$ cat src/rtl/ps2_kbd_rx.sv
// PS/2 keyboard receive front-end: synchronises the pad lines, deframes 11-bit
// frames, folds F0/E0 prefixes into flags and queues key events in a small FIFO.
module ps2_kbd_rx #(
    parameter int clk_freq        = 50000000,
    parameter int timeout_us      = 200,
    parameter int fifo_depth_log2 = 2
) (
    input  logic       clk,
    input  logic       rst,
    input  logic       clkps2,
    input  logic       ps2_dat_in,
    input  logic       rd_en,
    output logic [7:0] ev_code,
    output logic       ev_brk,
    output logic       ev_ext,
    output logic       empty,
    output logic       overflow,
    output logic       parity_err,
    output logic       frame_err
);

    localparam int TMO_LIMIT = clk_freq / 1000000 * timeout_us;
    localparam int TMO_W     = $clog2(TMO_LIMIT + 1);
    localparam int DEPTH     = 1 << fifo_depth_log2;

    typedef struct packed {
        logic       ext;
        logic       brk;
        logic [7:0] code;
    } ev_t;

    typedef enum logic [1:0] {IDLE, DATA, PARITY, STOP} state_t;

    // ---------------------------------------------------------------- sync
    logic [2:0] clk_sync;
    logic [1:0] dat_sync;
    logic       fall;
    logic       din;

    always_ff @(posedge clk or negedge rst) begin
        if (!rst) begin
            clk_sync <= '1;
            dat_sync <= '1;
        end else begin
            clk_sync <= {clk_sync[1:0], clkps2};
            dat_sync <= {dat_sync[0], ps2_dat_in};
        end
    end

    assign fall = clk_sync[2] & ~clk_sync[1];
    assign din  = dat_sync[1];

    // ---------------------------------------------------------------- deframer
    state_t           state, state_nxt;
    logic [2:0]       bitcnt, bitcnt_nxt;
    logic [7:0]       shreg, shreg_nxt;
    logic             par_bit, par_nxt;
    logic [TMO_W-1:0] tmo_cnt;
    logic             tmo_hit;
    logic             perr_nxt, ferr_nxt, clr_nxt, byte_vld_nxt;
    logic             byte_vld;

    assign tmo_hit = (state != IDLE) && (tmo_cnt == TMO_W'(TMO_LIMIT - 1));

    always_comb begin
        state_nxt    = state;
        bitcnt_nxt   = bitcnt;
        shreg_nxt    = shreg;
        par_nxt      = par_bit;
        perr_nxt     = 1'b0;
        ferr_nxt     = 1'b0;
        clr_nxt      = 1'b0;
        byte_vld_nxt = 1'b0;
        if (fall) begin
            case (state)
                IDLE: begin
                    if (!din) begin
                        state_nxt  = DATA;
                        bitcnt_nxt = 3'd0;
                    end else begin
                        ferr_nxt = 1'b1;
                        clr_nxt  = 1'b1;
                    end
                end
                DATA: begin
                    shreg_nxt  = {din, shreg[7:1]};
                    bitcnt_nxt = bitcnt + 3'd1;
                    if (bitcnt == 3'd7) state_nxt = PARITY;
                end
                PARITY: begin
                    par_nxt   = din;
                    state_nxt = STOP;
                end
                STOP: begin
                    state_nxt = IDLE;
                    if (!din) begin
                        ferr_nxt = 1'b1;
                        clr_nxt  = 1'b1;
                    end else if (^{shreg, par_bit} == 1'b0) begin
                        perr_nxt = 1'b1;
                        clr_nxt  = 1'b1;
                    end else begin
                        byte_vld_nxt = 1'b1;
                    end
                end
                default: state_nxt = IDLE;
            endcase
        end else if (tmo_hit) begin
            // Stalled frame: drop the partial byte but keep any pending prefix.
            state_nxt = IDLE;
            ferr_nxt  = 1'b1;
        end
    end

    always_ff @(posedge clk or negedge rst) begin
        if (!rst) begin
            state      <= IDLE;
            bitcnt     <= '0;
            shreg      <= '0;
            par_bit    <= 1'b0;
            tmo_cnt    <= '0;
            parity_err <= 1'b0;
            frame_err  <= 1'b0;
            byte_vld   <= 1'b0;
        end else begin
            state      <= state_nxt;
            bitcnt     <= bitcnt_nxt;
            shreg      <= shreg_nxt;
            par_bit    <= par_nxt;
            tmo_cnt    <= (fall || state == IDLE) ? '0 : tmo_cnt + 1'b1;
            parity_err <= perr_nxt;
            frame_err  <= ferr_nxt;
            byte_vld   <= byte_vld_nxt;
        end
    end

    // ---------------------------------------------------------------- prefix fold
    // shreg is stable through the cycle after STOP, so it serves as the byte.
    logic brk_pend, ext_pend;
    logic is_f0, is_e0, push;
    ev_t  push_ev;

    assign is_f0   = (shreg == 8'hF0);
    assign is_e0   = (shreg == 8'hE0);
    assign push    = byte_vld & ~is_f0 & ~is_e0;
    assign push_ev = '{ext: ext_pend, brk: brk_pend, code: shreg};

    always_ff @(posedge clk or negedge rst) begin
        if (!rst) begin
            brk_pend <= 1'b0;
            ext_pend <= 1'b0;
        end else if (clr_nxt) begin
            brk_pend <= 1'b0;
            ext_pend <= 1'b0;
        end else if (byte_vld) begin
            if (is_f0) begin
                brk_pend <= 1'b1;
            end else if (is_e0) begin
                ext_pend <= 1'b1;
            end else begin
                brk_pend <= 1'b0;
                ext_pend <= 1'b0;
            end
        end
    end

    // ---------------------------------------------------------------- event FIFO
    ev_t                        mem [DEPTH];
    logic [fifo_depth_log2-1:0] wr_ptr, rd_ptr;
    logic [fifo_depth_log2:0]   count;
    logic                       full, pop, do_push;
    ev_t                        head;

    assign full    = (count == (fifo_depth_log2 + 1)'(DEPTH));
    assign empty   = (count == '0);
    assign pop     = rd_en & ~empty;
    assign do_push = push & (~full | pop);
    assign head    = mem[rd_ptr];
    assign ev_code = head.code;
    assign ev_brk  = head.brk;
    assign ev_ext  = head.ext;

    always_ff @(posedge clk or negedge rst) begin
        if (!rst) begin
            for (int i = 0; i < DEPTH; i++) mem[i] <= '0;
            wr_ptr   <= '0;
            rd_ptr   <= '0;
            count    <= '0;
            overflow <= 1'b0;
        end else begin
            if (do_push) begin
                mem[wr_ptr] <= push_ev;
                wr_ptr      <= wr_ptr + 1'b1;
            end
            if (pop) rd_ptr <= rd_ptr + 1'b1;
            if (do_push && !pop)      count <= count + 1'b1;
            else if (!do_push && pop) count <= count - 1'b1;
            if (push && full && !pop) overflow <= 1'b1;
        end
    end

endmodule

$ cat config.mk
export PLATFORM = sky130hd
export DESIGN_NAME = ps2_kbd_rx
export DESIGN_NICKNAME = d
export VERILOG_FILES = /design/src/rtl/ps2_kbd_rx.sv
export SDC_FILE = /design/constraint.sdc
export NUM_CORES = 1
export LEC_CHECK = 0
export BUFFER_PORTS_ARGS = -buffer_cell sky130_fd_sc_hd__buf_2
export CAP_MARGIN = 20
export CORE_MARGIN = 1.5
export CORE_UTILIZATION = 60
export CTS_CLUSTER_DIAMETER = 80
export DETAILED_ROUTE_END_ITERATION = 8
export PLACE_DENSITY = 0.78
export SETUP_SLACK_MARGIN = 0.15
export SLEW_MARGIN = 20
export SYNTH_ARGS = -nofsm -noshare
export SYNTH_HDL_FRONTEND = slang
export SYNTH_SLANG_ARGS = --single-unit
$ cat constraint.sdc
create_clock -name clk -period 2.9 [get_ports clk]
set_clock_uncertainty 0.05 [all_clocks]
set_input_delay 0.435 -clock clk [delete_from_list [all_inputs] [get_ports clk]]
set_output_delay 0.435 -clock clk [all_outputs]
set_load 0.01 [all_outputs]
# After elaboration in Yosys (flattened, before gate mapping)

Cells that the tools add are included.
Widths: inputs -> output; s select.

Reduce and logical (&&, ||, !) cells: 23
Mux-type cells: 40
Equal/unequal tests: 13
Bitwise operators: 13
Order comparisons: 3
Add/sub/neg operators: 6

Operators by type and width:

| kind                  | number |
|---|---|
| $bwmux 40             | 1 |
| $mux 10               | 3 |
| $mux 1                | 22 |
| $bmux 10 s2           | 1 |
| $demux 10 s2          | 1 |
| $eq 8x8->1 const B    | 2 |
| $add 14x1->14 const B | 1 |
| $eq 14x14->1 const B  | 1 |
| $mux 14               | 1 |
| $reduce_bool 2->1     | 5 |
| $mux 3                | 3 |
| $ne 3x3->1 const B    | 3 |
| $reduce_xor 9->1      | 1 |
| $mux 2                | 4 |
| $pmux 2 s4            | 1 |
| $reduce_and 2->1      | 4 |
| $add 3x1->3 const B   | 2 |
| $eq 3x3->1 const B    | 2 |
| $ge 3x3->1 const B    | 2 |
| $logic_and 1x1->1     | 6 |
| $not 2->3             | 2 |
| $pmux 3 s2            | 1 |
| $reduce_and 3->1      | 2 |
| $and 1x1->1           | 5 |
| other kinds (13)      | 22 |

Input bits: 5
Bits in registers: 86
Logic and storage cells: 126

# Logic depth before layout (Yosys ltp)

Gate-level depths: netlist (run 1).

Depth after elaboration: 9
Gate-level depth with buffers: 9
Gate-level depth less buffers: 8

# Worst setup path before layout (run 1)

Ideal clock, no wire load.

Path kind: flip-flop to flip-flop
Start point: register shreg[1]
End point: register count[2]
Cell stages (with the launch flop): 10
Arrival time: 2.111 ns
Setup slack: 0.660 ns
Clock period less this slack: 2.240 ns
Cells stage by stage: dfrtp_1 > clkbuf_1 > nor3_1 > a211oi_4 > ha_1 > inv_1 > fa_1 > xor2_1 > nor2_1 > xor2_1

Cells in the longest elaborated chain, start to end: 8
Elaborated cells between the ends (all ways): 12
Those cells by class: eq/ne (2); mux (1); bitwise (5); reduce/logical (4)

RTL lines:

| item                        | line | text |
|---|---|---|
| start, declared             | 56   | `logic [7:0] shreg, shreg_nxt;` |
| start signal, assigned      | 128  | `shreg <= shreg_nxt;` |
| $eq 8x8->1                  | 143  | `assign is_f0 = (shreg == 8'hF0);` |
| $not 1->1                   | 145  | `assign push = byte_vld & ~is_f0 & ~is_e0;` |
| $and 1x1->1                 | 145  |  |
| $and 1x1->1 (*)             | 145  |  |
| $and 1x1->1 (*)             | 177  | `assign do_push = push & (~full \| pop);` |
| net do_push                 | 171  | `logic full, pop, do_push;` |
| $logic_not 1->1             | 197  | `else if (!do_push && pop) count <= count - 1'b1;` |
| $logic_and 1x1->1           | 197  |  |
| $reduce_bool 2->1 (no line) | -    |  |
| end signal, assigned        | 196  | `if (do_push && !pop) count <= count + 1'b1;` |
| end signal, assigned        | 197  |  |
| end, declared               | 170  | `logic [fifo_depth_log2:0] count;` |

Mark *: on every way through the listed nets, which the timed path passes. The rest lies on a longest branch.
A chain may end at the register's enable or synchronous reset.

# Worst setup path in the final report (run 1)

Start point: register rd_ptr[0]
End point: output port ev_code[6]

Cells in the longest elaborated chain, start to end: 4

RTL lines:

| item                                        | line | text |
|---|---|---|
| start, declared                             | 169  | `logic [fifo_depth_log2-1:0] wr_ptr, rd_ptr;` |
| start signal, assigned                      | 195  | `if (pop) rd_ptr <= rd_ptr + 1'b1;` |
| $not 2->3 (implied by the code)             | 178  | `assign head = mem[rd_ptr];` |
| $bmux 10 s2                                 | 178  |  |
| $mux 10 (implied by the code) (2 in series) | 178  |  |
| end, declared                               | 13   | `output logic [7:0] ev_code,` |

No other way between the ends. The select of a mux whose other input is x is not followed.

==> results of run 1 <==
-- registers in the layout (all words and copies together), names as in the netlist --
register    count
bitcnt          3
brk_pend        1
byte_vld        1
clk_sync        3
count           3
dat_sync        2
ext_pend        1
frame_err       1
mem            40
overflow        1
par_bit         1
parity_err      1
rd_ptr          2
shreg           8
state           2
tmo_cnt        14
wr_ptr          2
-- cells by family (layout without fill, tap and decap cells) --
group | count (synthesis) | after routing | synth area share
mux | 60 | 60 | 0.201
flops | 86 | 86 | 0.551
simple gates | 67 | 67 | 0.0908
fa+ha+maj | 14 | 14 | 0.0467
xor+xnor | 24 | 24 | 0.0572
buf+inv | 18 | 48 | 0.0195
compound gates | 17 | 17 | 0.0332
-- per-stage QoR --
| stage | instance area (µm²) | hold slack (ps) | worst slack (ps) |
|---|---|---|---|
| floorplan | 3920 | 89.4 | 660 |
| global placement | 4100 | 296 | 687 |
| detailed placement | 4100 | 298 | 683 |
| CTS | 4320 | 110 | 529 |
| global route | 4320 | 107 | 473 |
| finish | 4320 | 73.1 | 577 |
-- cell type report --
class,instances,area [µm²],share of cell area
Sequential cell,86,2160,0.499
Multi-Input combinational cell,182,1680,0.389
Timing Repair Buffer,22,126,0.0292
Clock buffer,9,124,0.0287
Clock inverter,7,98.8,0.0229
Tap cell,77,96.3,0.0223
Inverter,10,37.5,0.00869
-- report_power, final --
group          switching [W]  internal (W)
Combinational       0.000408      0.000461
Clock               0.000439      0.000488
Sequential          0.000252       0.00138
Total                0.00110       0.00233
-- worst max-delay path by stage --
stage                     startpoint              endpoint  slack (ps)  depth (start not counted)
2_1_floorplan   shreg[1]$_DFFE_PN0P_  count[2]$_DFFE_PN0P_         660                          9
3_3_place_gp                   rd_en  count[1]$_DFFE_PN0P_         690                          8
3_5_place_dp                   rd_en  count[1]$_DFFE_PN0P_         680                          8
4_1_cts        rd_ptr[0]$_DFFE_PN0N_            ev_code[6]         530                          3
5_1_grt        rd_ptr[0]$_DFFE_PN0N_            ev_code[6]         470                          3
6_report       rd_ptr[0]$_DFFE_PN0N_            ev_code[6]         580                          3
-- routing by layer --
metal,vias to the layer above,GRT usage,share of wire
met5,-,0,0
met4,0,0.0805,0.019
met3,11,0.0356,0.016
met2,22,0.345,0.51
met1,1171,0.289,0.46
li1,1069,-,-
-- synth_stat cells, types with 3 or more instances --
cell and n:
dfstp_2 5, ha_1 13, dfrtp_1 81, nand3_1 7, nand2_1 8, nand4_1 6, inv_1 10, nand2_2 4
xor2_1 11, nor2_1 21, o21ai_0 4, mux4_2 10, clkbuf_1 6, xnor2_1 12, mux2_2 48, nor3_1 3
a21oi_1 4
-- critical path, delay by kind of cell (launching register included) --
kind / cells / cell delay (ps)
multiplexers: 1 / 520
flip-flops: 1 / 540
buffers and inverters: 2 / 430
-- layout by cell type (no fill, tap or decap), drive strengths merged, types with 3 or more instances in the layout --
cell	n
dfrtp	81
a21oi	4
nor3	3
clkinv	4
mux2	50
nor2	21
xnor2	12
o21ai	4
mux4	10
xor2	11
ha	13
nand4	6
nand2	12
buf	22
dfstp	5
nand3	7
clkbuf	9
inv	10
==> impl_metrics.yaml, run 1 <==
status:
  status: "finished, final reports clean"
synth:
  mappedNetlistArea_um2: 3920
  postSynthRegisterBits: 86
  postSynthNetCount: 305
  yosys.area.top_type_share: 0.518
  synth.largest_area_cell: "dfrtp_1"
  synth-async-reset-ratio: 1.00
  synth-edff-count: 0
  synth.yosys.seq_area_share: 0.551
  post_syn_instances: 286
  post_synth_num_cell_types: 39
  synthTopCellsByArea: "dfrtp_1, mux2_2, mux4_2, ha_1, dfstp_2"
  synthesis.area_per_instance_um2: 13.7
  synthFlopType: "dfrtp_1"
  synth_warn: 0
power:
  static_leakage_nw: 2.12
  vdd_ir_drop_max_mv: 0.477
  finalPower_w: 0.00343
  power.density_nw_per_um2: 793
floorplan:
  design.die.area_um2: 7020
  die_h_um: 83.8
  initial_core_util: 0.620
  num_rows: 29
  coreArea_um2: 6310
  die_w_um: 83.8
  i_o_pins: 19
setup_path:
  critical-path-max-stage-delay_ps: 540
  r2r_end: "state[0]$_DFFE_PN0P_"
  worstPathCellList: "buf_4 -> mux4_2 -> buf_2"
  worstSetupPathType: "flip-flop to output port"
  r2r.worst_path.cells: 5
  critical_path_arrival_ps: 1840
  reg2reg_from: "state[0]$_DFFE_PN0P_"
  critPathCaptureType: "output port"
  crit_path_start_kind: "flip-flop"
  crit_fanout: 7
  timing.critical_path.slowest_stage_cell: "dfrtp_1"
  regToRegSetupSlack_ps: 710
  worst_endpoint_required_time_ps: 2410
route:
  route.vias.total: 2273
  router_iterations_before_antenna_repair: 4
  route.antenna.remaining_nets: 0
  detail_route.drc_violations: 0
  vias_per_cell: 5.78
  routed_wl_um: 6630
  drt-wirelength-per-cell_um: 16.9
  drt_iter0_drc: 93
placed_design:
  gp_routability_congestion: 0.744
  place.port_buffers: 18
  placed_cells_incl_taps: 377
  post-dp-hpwl_um: 4360
grt:
  grt_max_degree: 85
  grt_util_all_layers: 0.212
  first_pass_grt_wire_length_um: 11600
  via_count_of_the_first_global_routing_pass: 2388
  grt_overflow: 0
  antenna_violations_before_repair: 0
clock_tree:
  count_of_hold_fix_buffers_inserted_at_cts: 0
  tritoncts: "yes"
  count_of_buffers_added_by_post_cts_timing_repair_for_setup: 0
  root_buffer: "clkbuf_8"
  numCtsBuffers: 9
  cts.htree.levels: 3
  clkTransAtPathRegs_ps: 80
  clock_latency_ps: 350
  cts.repair.resized: 0
  clock_tree.buffer_depth: 2
  cts.sink_count: 86
layout:
  syn2layout_area_growth_pct: 10.4
  finish.net_count: 330
  num-fill-cells: 461
  final-instance-count-excl-fill: 393
  post_route_cells_drive_above_1_share: 0.348
  final_util: 0.685
  antennaDiodeCount: 0
sta:
  rsz0062_at_grt: "false"
  finalHoldViolCount: 0
  fmaxAchievable_mhz: 431
  slew_headroom: 0.507
  tightestPinTransition_ps: 740
  final_period_minus_worst_setup_slack_ps: 2320
  report.final.slew_viol_count: 0
  setup-tns-final_ps: 0
  final_min_period_over_clock_period: 0.801
  setup_viol_count_final: 0
run:
  cap_viol_max_count: 0
hold_path:
  min-delay-path-class: "input pin to async pin"
Note: power is estimated with default switching activity, not from simulation.
==> run 2, diff against run 1 <==
clock period = 2.32 ns   (was 2.9 ns; I/O delays follow)
==> run 2 against run 1 <==
The run now ends with negative hold slack left. Global-route usage is 0.12 points lower. Register-to-register slack worse by 490 ps. Power is 21% higher. Routed wire length rose by 0.30%. Flip-flop and latch count did not move. Clock-buffer cell count up 1. Design area grew 0.93%. Worst hold slack got worse by 94 ps. Via count about the same. Non-clock buffer count rose by 8. First-iteration DRC count increased by 5.4%. Critical path depth grew 3. Critical endpoint is now count[1]$_DFFE_PN0P_. Largest power group unchanged.
==> impl_metrics.yaml, run 2 (synthesis results as in run 1) <==
grt:
  grt_max_degree: 53
  first_pass_grt_wire_length_um: 11600
  via_count_of_the_first_global_routing_pass: 2439
  antenna_violations_before_repair: 0
  grt_util_all_layers: 0.211
  grt_overflow: 0
layout:
  layout_top_registers: "mem: 40 flops, tmo_cnt: 14 flops, shreg: 8 flops"
  final_cell_mix: "dfrtp_1, mux2_2, nor2_1, buf_2"
  syn2layout_area_growth_pct: 11.4
  layout.cells.most_common: "dfrtp_1"
  largest_register: "mem"
  finish.net_count: 338
  post_route_cells_drive_above_1_share: 0.380
  final_util: 0.691
  antennaDiodeCount: 0
  number_of_flip_flops_under_the_largest_register_name: 40
sta:
  setup_viol_count_final: 0
  finalHoldViolCount: 41
  final_min_period_over_clock_period: 0.906
  report.final.slew_viol_count: 0
  fmaxAchievable_mhz: 476
  rsz0062_at_grt: "true"
  slew_headroom: 0.564
  setup-tns-final_ps: 0
  final_period_minus_worst_setup_slack_ps: 2100
  final_critical_path_setup_slack_ps: 218
  tightestPinTransition_ps: 653
  timing.hold.ws_ps: -20.7
floorplan:
  die_w_um: 83.8
  initial_core_util: 0.620
  i_o_pins: 19
  coreArea_um2: 6310
  die_h_um: 83.8
  num_rows: 29
  design.die.area_um2: 7020
clock_tree:
  cts.sink_count: 86
  tritoncts: "yes"
  cts.htree.levels: 3
  root_buffer: "clkbuf_8"
  clock_latency_ps: 340
  clock_tree.buffer_depth: 2
  numCtsBuffers: 9
  clkTransAtPathRegs_ps: 80
placed_design:
  post-dp-hpwl_um: 4520
  place.port_buffers: 18
  gp_routability_congestion: 0.796
  dp_slack_ps: 161
route:
  drt_iter0_drc: 98
  route.vias.total: 2274
  routed.top_layer: "met4"
  m1WireLength_um: 3070
  routed_wl_um: 6650
  drt-wirelength-per-cell_um: 16.6
  detail_route.drc_violations: 0
  router_iterations_before_antenna_repair: 4
  vias_per_cell: 5.67
  dr_wl_met2_um: 3360
  route.antenna.remaining_nets: 0
  route.met3.wl_um: 146
power:
  power.density_nw_per_um2: 954
  static_leakage_nw: 2.13
  vdd_ir_drop_max_mv: 0.500
setup_path:
  worstSetupPathType: "flip-flop to flip-flop"
  crit_path_start_kind: "flip-flop"
  reg2reg_from: "count[0]$_DFFE_PN0P_"
  crit_fanout: 4
  critical_path_arrival_ps: 2280
  critPathCaptureType: "flip-flop"
  setup.worst_path.start: "count[0]$_DFFE_PN0P_"
  worst_endpoint_required_time_ps: 2500
status:
  failed_checks: "negative hold slack"
  status: "finished with violations"
hold_path:
  min-delay-path-class: "input pin to async pin"
run:
  cap_viol_max_count: 0
==> run 2: what timing repair did <==
action | in CTS | in global routing
hold buffers | 0 | 0
gates resized for setup | 0 | 5
buffers inserted | 0 | 4
setup endpoints to repair | 0 | 2
==> run 2: power breakdown <==
group	switching, W	internal, W	total [W]
clock network	0.000538	0.000395	0.000933
registers	0.000253	0.00173	0.00198
logic	0.000588	0.000658	0.00125
total	0.00138	0.00278	0.00416
==> run 2: layer usage <==
metal,vias to the layer above,GRT usage
met5,-,0
met4,0,0.0641
met3,8,0.0346
met2,25,0.346
met1,1160,0.292
li1,1081,-
==> run 2: per-stage QoR <==
stage	instances	cell area [µm²]	power (W)
floorplan	286	3920	0.00286
global placement	381	4140	0.00315
detailed placement	381	4140	0.00321
CTS	397	4320	0.00414
global route	401	4360	0.00444
finish	401	4360	0.00416
==> run 2: worst paths after layout <==
kind | slack [ps] | cells past startpoint | end
max reg2reg | 220 | 6 | count[1]$_DFFE_PN0P_
min | -20 | 1 | wr_ptr[0]$_DFFE_PN0P_
min reg2reg | 310 | 0 | dat_sync[1]$_DFF_PN1_
max in group asynchronous | 1640 | 2 | shreg[5]$_DFFE_PN0P_
min in group clk | 50 | 1 | clk_sync[0]$_DFF_PN1_
max | 220 | 6 | count[1]$_DFFE_PN0P_
==> run 2: worst max-delay path, cell delays in order (launching register included) <==
cell and delay, ps:
dfrtp_1 460, nor4b_2 470, a211oi_4 60, ha_2 210
inv_1 70, fa_1 400, mux2_2 270
==> run 2: layout make-up <==
cell class / instances / area [µm²]
timing repair buffer: 30 / 195
tap: 77 / 96.3
inverter: 10 / 37.5
clock buffer: 10 / 128
clock inverter: 6 / 45.0
fill: 461 / 1950
sequential: 86 / 2160
multi-input combinational: 182 / 1700
==> run 3, diff against run 2 <==
PLACE_DENSITY = 0.87   (was 0.78)
==> run 3 against run 2 <==
The flow now finishes without violations. Routed wire length shrank 0.12%. Register-to-register slack hardly changed. Via count up 0.97%. Flip-flop and latch count did not move. Largest cell class unchanged.
==> impl_metrics.yaml, run 3 (synthesis results as in run 1) <==
placed_design:
  place.port_buffers: 18
  detailed_place.area_um2: 4140
  post-dp-hpwl_um: 4640
  placed_cells_incl_taps: 381
  gp_routability_congestion: 0.824
route:
  route.antenna.remaining_nets: 0
  routed_wl_um: 6640
  route.vias.total: 2296
  drt_iter0_drc: 61
  router_iterations_before_antenna_repair: 4
  vias_per_cell: 5.75
  drt-wirelength-per-cell_um: 16.6
  detail_route.drc_violations: 0
setup_path:
  critical-path-max-stage-delay_ps: 440
  crit_path_start_kind: "flip-flop"
  regToRegSetupSlack_ps: 220
  r2r.worst_path.cells: 8
  r2r_end: "count[2]$_DFFE_PN0P_"
  critical_path_arrival_ps: 2330
  crit_fanout: 5
  critical_path_buf_inv_count: 1
  most_common_cell_type_on_the_critical_path: "xor2_1"
  worstSetupPathType: "flip-flop to flip-flop"
  critical_path.top_delay_family: "adder cells"
  worstPathCellList: "and4b_2 -> a211oi_4 -> ha_2 -> inv_1 -> fa_1 -> xor2_1 -> nor2_1 -> xor2_1"
  critPathCaptureType: "flip-flop"
  timing.critical_path.slowest_stage_cell: "dfrtp_2"
  reg2reg_from: "shreg[7]$_DFFE_PN0P_"
  worst_endpoint_required_time_ps: 2560
hold_path:
  hold_depth: 1
  hold_start: "clkps2"
  min-delay-path-class: "input pin to flip-flop"
  holdPathEnd: "clk_sync[0]$_DFF_PN1_"
grt:
  antenna_violations_before_repair: 0
  grt_overflow: 0
  via_count_of_the_first_global_routing_pass: 2402
  grt_util_all_layers: 0.214
  grt_max_degree: 45
  first_pass_grt_wire_length_um: 11500
clock_tree:
  cts.sink_count: 86
  numCtsBuffers: 9
  cts.htree.levels: 3
  clkTransAtPathRegs_ps: 90
  clock_latency_ps: 360
  clock_tree.buffer_depth: 2
  tritoncts: "yes"
  root_buffer: "clkbuf_8"
layout:
  antennaDiodeCount: 0
  largest_register: "mem"
  final_cell_mix: "dfrtp_1, mux2_2, nor2_1, buf_2"
  final-instance-count-excl-fill: 399
  final_area_um2: 4390
  layout.cells.most_common: "dfrtp_1"
  syn2layout_area_growth_pct: 12.0
  post_route_cells_drive_above_1_share: 0.376
  layout_top_registers: "mem: 40 flops, tmo_cnt: 14 flops, shreg: 8 flops"
  number_of_flip_flops_under_the_largest_register_name: 40
  finish.net_count: 336
sta:
  rsz0062_at_grt: "false"
  finalHoldViolCount: 0
  report.final.slew_viol_count: 0
  slew_headroom: 0.621
  setup-tns-final_ps: 0
  tightestPinTransition_ps: 569
  final_min_period_over_clock_period: 0.903
  fmaxAchievable_mhz: 477
  setup_viol_count_final: 0
  final_period_minus_worst_setup_slack_ps: 2100
power:
  vdd_ir_drop_max_mv: 0.564
  power.density_nw_per_um2: 973
  static_leakage_nw: 2.14
  finalPower_w: 0.00427
run:
  cap_viol_max_count: 0
floorplan:
  die_w_um: 83.8
  die_h_um: 83.8
  coreArea_um2: 6310
  num_rows: 29
  initial_core_util: 0.620
  design.die.area_um2: 7020
  i_o_pins: 19
status:
  status: "finished, final reports clean"
-- run 3: how the worst max path moves through the flow --
stage,from,end,slack (ps),cells past startpoint
after floorplan,shreg[6]$_DFFE_PN0P_,count[2]$_DFFE_PN0P_,90,8
after global placement,shreg[7]$_DFFE_PN0P_,count[2]$_DFFE_PN0P_,240,8
after detailed placement,shreg[7]$_DFFE_PN0P_,count[2]$_DFFE_PN0P_,170,8
after CTS,count[0]$_DFFE_PN0P_,count[1]$_DFFE_PN0P_,160,6
after global routing,shreg[3]$_DFFE_PN0P_,count[2]$_DFFE_PN0P_,150,8
final,shreg[7]$_DFFE_PN0P_,count[2]$_DFFE_PN0P_,220,8
-- run 3: where the power goes --
group / internal (W) / switching (W)
logic: 0.000648 / 0.000587
clock network: 0.000527 / 0.000524
registers: 0.00173 / 0.000255
total: 0.00290 / 0.00137
-- run 3: cell type report --
type / count / area, µm²
Multi-Input combinational cell: 182 / 1710
Inverter: 10 / 37.5
Clock buffer: 11 / 141
Sequential cell: 86 / 2160
Fill cell: 458 / 1930
Clock inverter: 5 / 58.8
Tap cell: 77 / 96.3
Timing Repair Buffer: 28 / 183
-- run 3: layer usage --
layer,global-route usage,up-vias,wire [µm]
met4,0.0820,0,101
met3,0.0475,9,179
met2,0.366,29,3390
met1,0.267,1183,2970
li1,-,1075,-
met5,0,-,0
-- run 3: what timing repair did --
action / CTS / global route
hold endpoints to repair: 43 / 0
resized for setup: 0 / 7
buffers inserted: 0 / 1
setup endpoints to repair: 0 / 2
hold buffers: 1 / 0
-- run 3: metrics by stage --
step,worst slack [ps],utilization,hold WS (ps)
2_1_floorplan,88.9,-,2.41
3_3_place_gp,242,0.656,296
3_5_place_dp,167,0.656,297
4_1_cts,163,0.690,23.6
5_1_grt,152,0.695,16.8
6_report,224,0.695,34.3
